## config.mk

```make
export PLATFORM = sky130hd
export DESIGN_NAME = ram8_copy_master
export DESIGN_NICKNAME = d
export VERILOG_FILES = /design/src/rtl/ram8_copy_master.sv
export SDC_FILE = /design/constraint.sdc
export NUM_CORES = 1
export LEC_CHECK = 0
export CORE_ASPECT_RATIO = 0.5
export CORE_MARGIN = 2
export CORE_UTILIZATION = 40
export CTS_BUF_LIST = sky130_fd_sc_hd__clkbuf_16
export DETAILED_ROUTE_END_ITERATION = 7
export PLACE_DENSITY = 0.77
export SLEW_MARGIN = 0
export SYNTH_ARGS = -nofsm -noshare
export SYNTH_HDL_FRONTEND = slang
export SYNTH_SLANG_ARGS = --single-unit
export TNS_END_PERCENT = 5
```

## constraint.sdc

```tcl
create_clock -name AClkH -period 2.9 [get_ports AClkH]
set_input_delay 0.58 -clock AClkH [delete_from_list [all_inputs] [get_ports AClkH]]
set_output_delay 0.58 -clock AClkH [all_outputs]
set_load 0.005 [all_outputs]
```

## src/rtl/ram8_copy_master.sv

```systemverilog
// FILL/COPY command engine driving the 8-bit address / 8-bit data fake-RAM port.
// Optional build macro RAM8_COPY_MASTER_CSUM_EN adds ACsum, an XOR of every written word.
module ram8_copy_master #(
    parameter int unsigned CAddrLen = 8,
    parameter int unsigned CDataLen = 8,
    parameter int unsigned CRdLat   = 1
) (
    input  logic                AClkH,
    input  logic                AResetHN,
    input  logic                AClkHEn,
    input  logic                ACmdStart,
    input  logic                ACmdOp,
    input  logic [CAddrLen-1:0] ACmdSrc,
    input  logic [CAddrLen-1:0] ACmdDst,
    input  logic [CAddrLen-1:0] ACmdLen,
    input  logic [CDataLen-1:0] ACmdData,
    output logic                ABusy,
    output logic                ADone,
    output logic [CAddrLen-1:0] AAddrWr,
    output logic [CAddrLen-1:0] AAddrRd,
    output logic [CDataLen-1:0] AMosi,
    input  logic [CDataLen-1:0] AMiso,
`ifdef RAM8_COPY_MASTER_CSUM_EN
    output logic [CDataLen-1:0] ACsum,
`endif
    output logic                AWrEn
);

    localparam int unsigned CWaitW = 2;
    localparam logic        OP_FILL = 1'b0;
    localparam logic        OP_COPY = 1'b1;

    typedef enum logic [2:0] {
        IDLE = 3'd0,
        RD   = 3'd1,
        WAIT = 3'd2,
        WR   = 3'd3,
        FIN  = 3'd4
    } state_t;

    state_t              state, state_d;
    logic                op_q, op_d;
    logic [CAddrLen-1:0] src_q, src_d;
    logic [CAddrLen-1:0] dst_q, dst_d;
    logic [CAddrLen-1:0] cnt_q, cnt_d;
    logic [CDataLen-1:0] fill_q, fill_d;
    logic [CWaitW-1:0]   wait_q, wait_d;

    logic                busy_d;
    logic                done_d;
    logic                wren_d;
    logic [CAddrLen-1:0] addr_wr_d;
    logic [CAddrLen-1:0] addr_rd_d;
    logic [CDataLen-1:0] mosi_d;
    logic                accept;

`ifdef RAM8_COPY_MASTER_CSUM_EN
    logic [CDataLen-1:0] csum_d;
`endif

    assign accept = (state == IDLE) && ACmdStart;

    // Next state, working registers and registered port values
    always_comb begin
        state_d   = state;
        op_d      = op_q;
        src_d     = src_q;
        dst_d     = dst_q;
        cnt_d     = cnt_q;
        fill_d    = fill_q;
        wait_d    = wait_q;
        addr_wr_d = AAddrWr;
        addr_rd_d = AAddrRd;
        mosi_d    = AMosi;

        unique case (state)
            IDLE: begin
                if (ACmdStart) begin
                    op_d   = ACmdOp;
                    src_d  = ACmdSrc;
                    dst_d  = ACmdDst;
                    cnt_d  = ACmdLen;
                    fill_d = ACmdData;
                    if (ACmdLen == '0) begin
                        state_d = FIN;
                    end else if (ACmdOp == OP_COPY) begin
                        state_d = RD;
                    end else begin
                        state_d = WR;
                    end
                end
            end
            RD: begin
                state_d = WAIT;
                wait_d  = CWaitW'(CRdLat - 1);
            end
            WAIT: begin
                // Read data is valid at the end of the last wait cycle
                if (wait_q == '0) begin
                    state_d = WR;
                    mosi_d  = AMiso;
                end else begin
                    wait_d = wait_q - CWaitW'(1);
                end
            end
            WR: begin
                src_d = src_q + CAddrLen'(1);
                dst_d = dst_q + CAddrLen'(1);
                cnt_d = cnt_q - CAddrLen'(1);
                if (cnt_q == CAddrLen'(1)) begin
                    state_d = FIN;
                end else if (op_q == OP_COPY) begin
                    state_d = RD;
                end else begin
                    state_d = WR;
                end
            end
            FIN: begin
                state_d = IDLE;
            end
            default: begin
                state_d = IDLE;
            end
        endcase

        // Port values follow the state being entered so they line up with it
        if (state_d == RD) begin
            addr_rd_d = src_d;
        end
        if (state_d == WR) begin
            addr_wr_d = dst_d;
            if (op_d == OP_FILL) begin
                mosi_d = fill_d;
            end
        end

        wren_d = (state_d == WR);
        busy_d = (state_d == RD) || (state_d == WAIT) || (state_d == WR);
        done_d = (state_d == FIN);
    end

`ifdef RAM8_COPY_MASTER_CSUM_EN
    // Running XOR of the word on AMosi during each write cycle
    always_comb begin
        csum_d = ACsum;
        if (accept) begin
            csum_d = '0;
        end else if (state == WR) begin
            csum_d = ACsum ^ AMosi;
        end
    end
`endif

    always_ff @(posedge AClkH or negedge AResetHN) begin
        if (!AResetHN) begin
            state   <= IDLE;
            op_q    <= OP_FILL;
            src_q   <= '0;
            dst_q   <= '0;
            cnt_q   <= '0;
            fill_q  <= '0;
            wait_q  <= '0;
            ABusy   <= 1'b0;
            ADone   <= 1'b0;
            AWrEn   <= 1'b0;
            AAddrWr <= '0;
            AAddrRd <= '0;
            AMosi   <= '0;
`ifdef RAM8_COPY_MASTER_CSUM_EN
            ACsum   <= '0;
`endif
        end else if (AClkHEn) begin
            state   <= state_d;
            op_q    <= op_d;
            src_q   <= src_d;
            dst_q   <= dst_d;
            cnt_q   <= cnt_d;
            fill_q  <= fill_d;
            wait_q  <= wait_d;
            ABusy   <= busy_d;
            ADone   <= done_d;
            AWrEn   <= wren_d;
            AAddrWr <= addr_wr_d;
            AAddrRd <= addr_rd_d;
            AMosi   <= mosi_d;
`ifdef RAM8_COPY_MASTER_CSUM_EN
            ACsum   <= csum_d;
`endif
        end
    end

endmodule
```

* Word level (Yosys, flattened, before mapping)
Cells that the tools add are included.
Word-level totals: register bits 65, bits of input ports 45, output and inout port bits 27, logic and storage cells 61
Operators by class: $add $sub $neg 4, equal/unequal tests 10, muxes and demuxes 23, reduce and logical (&&, ||, !) cells 11
Operator list (number):
- $mux 8 | 9
- $pmux 8 s2 | 3
- $add 8x1->8 const B | 2
- $eq 3x2->1 const B | 4
- $mux 3 | 4
- $pmux 3 s4 | 1
- $eq 8x1->1 const B | 1
- $logic_not 8->1 | 1
- $sub 8x1->8 const B | 1
- $eq 3x1->1 const B | 2
- $mux 2 | 3
- $reduce_and 3->1 | 2
- $ne 2x2->1 const B | 2
- $pmux 2 s2 | 1
- $reduce_and 2->1 | 2
- $reduce_bool 2->1 | 2
- $eq 3x3->1 const B | 1
- $logic_not 3->1 | 1
- $logic_not 2->1 | 1
- $logic_or 1x1->1 | 2
- $mux 1 | 2
- $sub 2x1->2 const B | 1

* Longest topological paths before layout
Gate-level depths: netlist of the first run.
depth after elaboration 7, depth in mapped cells 8

* Worst setup path before layout of the first run
Ideal clock, no wire load.
path type input to register, start input ACmdLen[0], end register wait_q[0], arrival time 2.131 ns, data required time 2.775 ns, setup slack 0.645 ns, cell stages on the path 5, cell sequence nor4_1 -> a21oi_1 -> a221o_2 -> nor3_1 -> mux2_2
RTL lines:
- start, declared | RTL line 15 | input logic [CAddrLen-1:0] ACmdLen,
- end signal, assigned | RTL line 179 | wait_q <= wait_d;
- end, declared | RTL line 47 | logic [CWaitW-1:0] wait_q, wait_d;

* Final worst setup path of the first run
start input ACmdStart, end register AMosi[0]
On the way: cells in the longest elaborated chain, start to end 4, elaborated cells between the ends (all ways) 9
RTL lines:
- start, declared | RTL line 11 | input logic ACmdStart,
- $mux 3 (tied with other cells) | RTL line 78 | if (ACmdStart) begin
- $pmux 3 s4 (tied with other cells) | RTL line 76 | unique case (state)
- $eq 3x2->1 or $mux 8 (tied branches) | RTL line 130, 132
- $mux 8 * | RTL line 130 | if (state_d == WR) begin
- end signal, assigned | RTL line 185 | AMosi <= mosi_d;
- end, declared | RTL line 21 | output logic [CDataLen-1:0] AMosi,
Every way passes the cells marked *; elsewhere a longest branch is shown, timed or not. A chain may end at the register's enable or synchronous reset.

==> flow_summary.ini, run 1 <==
[critical_path]
reg2reg_slack_ns = 0.53
rr_startpoint = state[1]$_DFFE_PN0P_
r2r_end = AAddrRd[6]$_DFFE_PN0P_
cp_slowest_cell = or4b_4
worstPathRequired_ns = 3.08
worst-path-max-fanout = 8
crit_path_start_kind = primary input
crit_type = in -> reg
crit_path_max_incr_delay_ns = 0.50
end_kind = register
arrival_ns = 2.58
crit_chain = clkdlybuf4s50_1, or4b_4, a21oi_1, a221o_2, nor3b_4, a221oi_1
r2r_cells = 5

[grt]
grt_max_degree = 37
grt_pass1_wl_um = 13700
antenna_found_initial = 0
grt_pass1_vias = 2841
gr-usage-all-layers_pct = 19.0
grt_overflow = 0

[placement]
place_congestion = 0.857
dpl_cell_area_um2 = 4250
port-buffer-count = 71
dp.cells = 515
hpwlAfterDp_um = 5690

[detailed_routing]
drc_errors = 0
vias = 2850
wl_per_cell_um = 15.7
post_drt_via_cell_ratio = 5.37
first_iter_violations = 174
ant_nets = 0
dr.pass1.iters = 5
routed_wl_um = 8310

[sta]
setup_tns_ns = 0
finClkSkew_ns = 0.00872
min_period_over_period_pct = 82.5
maxSlewHeadroom_pct = 47.3
setup_violations = 0
worstMarginPinSlew_ns = 0.787
layout_min_cycle_time_ns = 2.39
rsz0062_at_grt = false
hold_slack_ns = 0.295
maxSlewViolCount = 0
fmax_ghz = 0.418
hold_violations = 0

[synthesis]
synth-seq-cells = 65
synth_area_leaders = dfrtp_1, mux2_2, nor2_1, mux2i_1, a21oi_1
synth_cells = 339
synth_area_um2 = 3410
yosysSeqAreaShare_pct = 47.7
synth-edff-count = 0
synthesis.nets = 389
synth_top_cell_area_share_pct = 47.7
synth_warnings = 0
synth_flop_cell = dfrtp_1
yosysUniqueCellTypes = 51
synthArstFlopShare_pct = 100
postSynthAreaPerCell_um2 = 10.1
synth_top_cell_by_area = dfrtp_1

[finish]
finalNonFillerCells = 531
layout-drive-gt1-share_pct = 14.1
final_util_pct = 56.0
fin_area_um2 = 4560
nNetsFinal = 464
syn_to_final_growth_pct = 33.5
diodes = 0

[clock_tree]
cts_resized = 0
htree_levels = 3
cts_buffers = 9
root_buffer = clkbuf_16
cts.clk_slew.worst_paths_ns = 0.05
cts_tree = built
ctsHoldBuffers = 0
cts_setup_buffers = 0
cts.path.max_buffers = 2
clk_latency_ns = 0.34
clock_sinks = 65

[floorplanning]
io_pins = 72
dieArea_um2 = 9330
core_area_um2 = 8140
num_rows = 23
start_util_pct = 41.9
die_w_um = 135
die_h_um = 69.3

[worst_hold_path]
hp-class = in -> async

[pwr]
vdd.ir_drop.worst_uv = 414
p_per_area_nw_per_um2 = 1030
cellLeakagePower_uw = 0.00198

[status]
status = finished, final reports clean

[run]
drv_cap = 0
==> cells by family after synthesis <==
kind of cell	count (synthesis)	synth area share (%)
simple gates	102	15.3
compound gates	92	18.7
flops	65	47.7
buf+inv	38	4.77
mux	37	11.7
fa+ha+maj	5	1.83
==> synth_stat cells, types with 2 or more instances <==
library cell and instances:
o311ai_0 2, a221o_1 2, inv_1 21, nand2_1 23, a31oi_1 3, dfrtp_1 65, nor2_1 43, nor3_1 6
nor3b_1 3, o21a_1 2, mux2i_1 14, nand4_1 2, a211oi_2 2, nor4_1 3, mux2_2 23, buf_1 2
a22oi_1 4, o211ai_1 5, clkbuf_1 11, and3_1 4, a221oi_2 3, a221oi_1 7, a21oi_1 25, nand3b_1 2
nand3_1 6, o311a_1 2, ha_1 5, a21o_1 3, a22o_1 3, o21ai_0 21, buf_6 2
==> critical path, delay by kind of cell <==
kind	cells	cell delay [ns]
AO/OA/AOI/OAI	3	0.52
buffers and inverters	1	0.48
AND/OR/NAND/NOR	2	0.99
==> metrics by stage <==
stage                     power, uW  worst slack (ns)
after CTS                      4720             0.510
after detailed placement       3540             0.146
after global placement         3480             0.201
after floorplan                2830             0.645
after global routing           5010             0.366
final                          4680             0.506
==> report_power, final <==
part / internal (uW) / switching (uW) / total, uW
Clock: 744 / 394 / 1140
Combinational: 1000 / 879 / 1880
Sequential: 1310 / 352 / 1660
==> registers in the layout, indices dropped and copies added, names as in the netlist <==
register	cells
AAddrRd	8
AAddrWr	8
ABusy	1
ADone	1
AMosi	8
AWrEn	1
cnt_q	8
dst_q	8
fill_q	8
op_q	1
src_q	8
state	3
wait_q	2
==> metal layers <==
layer  track usage (%)  wire (um)  vias to the layer above
li1                  -          -                     1380
met1              24.1       3780                     1389
met2              30.4       4000                       68
met3              7.16        444                       13
met4              5.15         85                        0
met5                 0          0                        -
==> worst max-delay path by stage <==
stage               start                    end  slack [ns]
3_3_place_gp   ACmdLen[0]  wait_q[1]$_DFFE_PN0P_        0.20
2_1_floorplan  ACmdLen[0]  wait_q[0]$_DFFE_PN0P_        0.64
5_1_grt        ACmdLen[4]  wait_q[0]$_DFFE_PN0P_        0.37
4_1_cts        ACmdLen[0]  wait_q[0]$_DFFE_PN0P_        0.51
3_5_place_dp    ACmdStart   AMosi[3]$_DFFE_PN0P_        0.15
6_report        ACmdStart   AMosi[0]$_DFFE_PN0P_        0.51
==> cell usage in the layout (no fill, tap or decap), types with 2 or more instances in the layout <==
master,n
a211oi_2,2
a21o_1,3
a21oi_1,25
a221o_1,2
a221oi_1,7
a221oi_2,3
a22o_1,3
a22oi_1,4
a31oi_1,3
and3_1,4
buf_2,2
buf_4,10
bufinv_16,2
clkbuf_16,9
clkdlybuf4s50_1,69
dfrtp_1,65
ha_1,5
inv_1,23
mux2_2,23
mux2i_1,14
nand2_1,23
nand3_1,6
nand3b_1,2
nand4_1,2
nor2_1,43
nor3_1,6
nor3b_1,3
nor4_1,3
o211ai_1,5
o21a_1,2
o21ai_0,21
o311a_1,2
o311ai_0,2
==> final cells by class <==
class,instances,area [um^2]
repair buffers,81,776
inverters,21,78.8
fillers,694,3590
clock inverters,7,87.6
multi-input cells,236,1620
flip-flops and latches,65,1630
well taps,112,140
clock buffers,9,225
Power figures use the tool's default switching activity.
==> inputs of run 2 (changes only) <==
PLACE_DENSITY = 0.8   (was 0.77)
clock period = 2 ns   (was 2.9 ns; I/O delays follow)
==> run 2 against run 1 <==
Effect of this change: the run now ends with setup timing left; via count rose by 8.0%; die area did not move; clock skew fell by 0.00066 ns; clock-buffer cell count did not move; flip-flop and latch count did not move; global-route usage rose by 2.9 points; register-to-register slack got worse by 0.66 ns; largest power group unchanged; highest routed layer unchanged.
==> flow_summary.ini, run 2 (synthesis gave the netlist of run 1 again) <==
[clock_tree]
cts.clk_slew.worst_paths_ns = 0.06
clk_latency_ns = 0.33
ctsHoldBuffers = 0
cts_buffers = 9
htree_levels = 3
root_buffer = clkbuf_16
cts_tree = built
cts.path.max_buffers = 2
clock_sinks = 65

[detailed_routing]
ant_nets = 0
routed_wl_um = 9630
vias = 3078
first_iter_violations = 276
post_drt_via_cell_ratio = 5.45
wl_per_cell_um = 17.0
drc_errors = 0
dr.pass1.iters = 7

[status]
status = finished, violations left
violations = setup timing

[critical_path]
crit_path_start_kind = register
worst-path-max-fanout = 8
crit_type = reg -> reg
worstPathRequired_ns = 2.21
end_kind = register
arrival_ns = 2.34

[grt]
grt_pass1_vias = 3149
grt_busiest_layer = met2
grt_overflow = 0
grt.met1_usage_pct = 29.5
grt_max_degree = 31
grt.met3_usage_pct = 5.19
gr-usage-all-layers_pct = 21.9
met2_usage_pct = 34.8
grt_pass1_wl_um = 16000
antenna_found_initial = 0

[floorplanning]
die_w_um = 135
num_rows = 23
core_area_um2 = 8140
die_h_um = 69.3
start_util_pct = 41.9
io_pins = 72
dieArea_um2 = 9330

[sta]
setup_violations = 27
maxSlewHeadroom_pct = 65.5
rsz0062_at_grt = true
layout_min_cycle_time_ns = 2.13
hold_slack_ns = 0.0418
fmax_ghz = 0.469
maxSlewViolCount = 0
worst_slack_ns = -0.130
min_period_over_period_pct = 107
finClkSkew_ns = 0.00806
worstMarginPinSlew_ns = 0.517
hold_violations = 0

[pwr]
p_sw_uw = 2760
comb_power_share_pct = 47.7
pwr-share-seq_pct = 29.9
p_int_uw = 5180
p_per_area_nw_per_um2 = 1560
switching_share_pct = 34.8
vdd.ir_drop.worst_uv = 679
cellLeakagePower_uw = 0.00226
power_frac_clock_pct = 22.4

[finish]
syn_to_final_growth_pct = 49.1
final_util_pct = 62.5
fin_area_um2 = 5090
mostFrequentLayoutCells = dfrtp_1, clkdlybuf4s50_1, nor2_1
diodes = 0
mostFrequentLayoutCell = dfrtp_1
nNetsFinal = 498
layout-drive-gt1-share_pct = 24.1

[worst_hold_path]
hp-class = in -> async

[placement]
place_congestion = 0.836
dpl_cell_area_um2 = 4480
port-buffer-count = 71
hpwlAfterDp_um = 6250

[run]
drv_cap = 0
## run 2: cell count changes in the layout (fill, tap and decap cells not counted), moves of 5 or more
cell             change
buf_4               +23
mux2_2              -12
mux2_4              +12
clkdlybuf4s50_1      -9
dlygate4sd2_1        +7
a221oi_1             -5
a221oi_2             +5
buf_12               +5
buf_6                +5
## run 2: power by group through the flow
stage	Sequential, uW	Clock [uW]	Combinational [uW]
2_1_floorplan	2280	0	1820
3_3_place_gp	2320	0	3020
3_5_place_dp	2350	0	3130
4_1_cts	2350	1800	3600
5_1_grt	2450	1860	4120
6_report	2370	1780	3790
## run 2: final timing paths
kind,start,to,slack (ns),cells past startpoint
worst max-delay path,state[1]$_DFFE_PN0P_,wait_q[1]$_DFFE_PN0P_,-0.13,7
min in group AClkH,ACmdLen[0],cnt_q[0]$_DFFE_PN0P_,0.46,3
max in group asynchronous,AResetHN,op_q$_DFFE_PN0P_,1.34,2
worst min register to register,ADone$_DFFE_PN0P_,ADone$_DFFE_PN0P_,0.48,1
worst max register to register,state[1]$_DFFE_PN0P_,wait_q[1]$_DFFE_PN0P_,-0.13,7
worst min-delay path,AResetHN,fill_q[2]$_DFFE_PN0P_,0.04,1
## run 2: timing repair
item                       in CTS  in global routing
setup endpoints to repair      40                 44
pin swaps                      15                  7
setup buffers                   7                  3
gates cloned                    1                  0
gates resized for setup        37                 18
## run 2: worst max-delay path, stage by stage, from the launching register on
cell	delay, ns
dfrtp_1	0.39
buf_4	0.18
and3b_2	0.23
a221o_2	0.43
buf_6	0.14
buf_4	0.13
nor3_4	0.18
mux2_4	0.33
## run 2: stage by stage
stage | setup TNS [ns] | worst slack [ns] | instances | total power [uW]
final | -2.03 | -0.130 | 565 | 7940
after global routing | -4.28 | -0.172 | 565 | 8440
after CTS | -1.37 | -0.0884 | 562 | 7750
after detailed placement | -22.24 | -0.575 | 538 | 5470
after global placement | -21.82 | -0.553 | 538 | 5350
after floorplan | 0 | 0.0163 | 339 | 4100
## run 2: area by class of cell
type | instances | area, um^2
clock buffers | 9 | 225
clock inverters | 7 | 109
fillers | 601 | 3060
inverters | 21 | 78.8
multi-input cells | 236 | 1790
flip-flops and latches | 65 | 1630
well taps | 112 | 140
repair buffers | 115 | 1120
## run 2: layer usage
layer,part of all wire (%),vias up
met4,2.0,0
met1,44,1504
li1,-,1452
met2,49,99
met5,0,-
met3,5.5,23
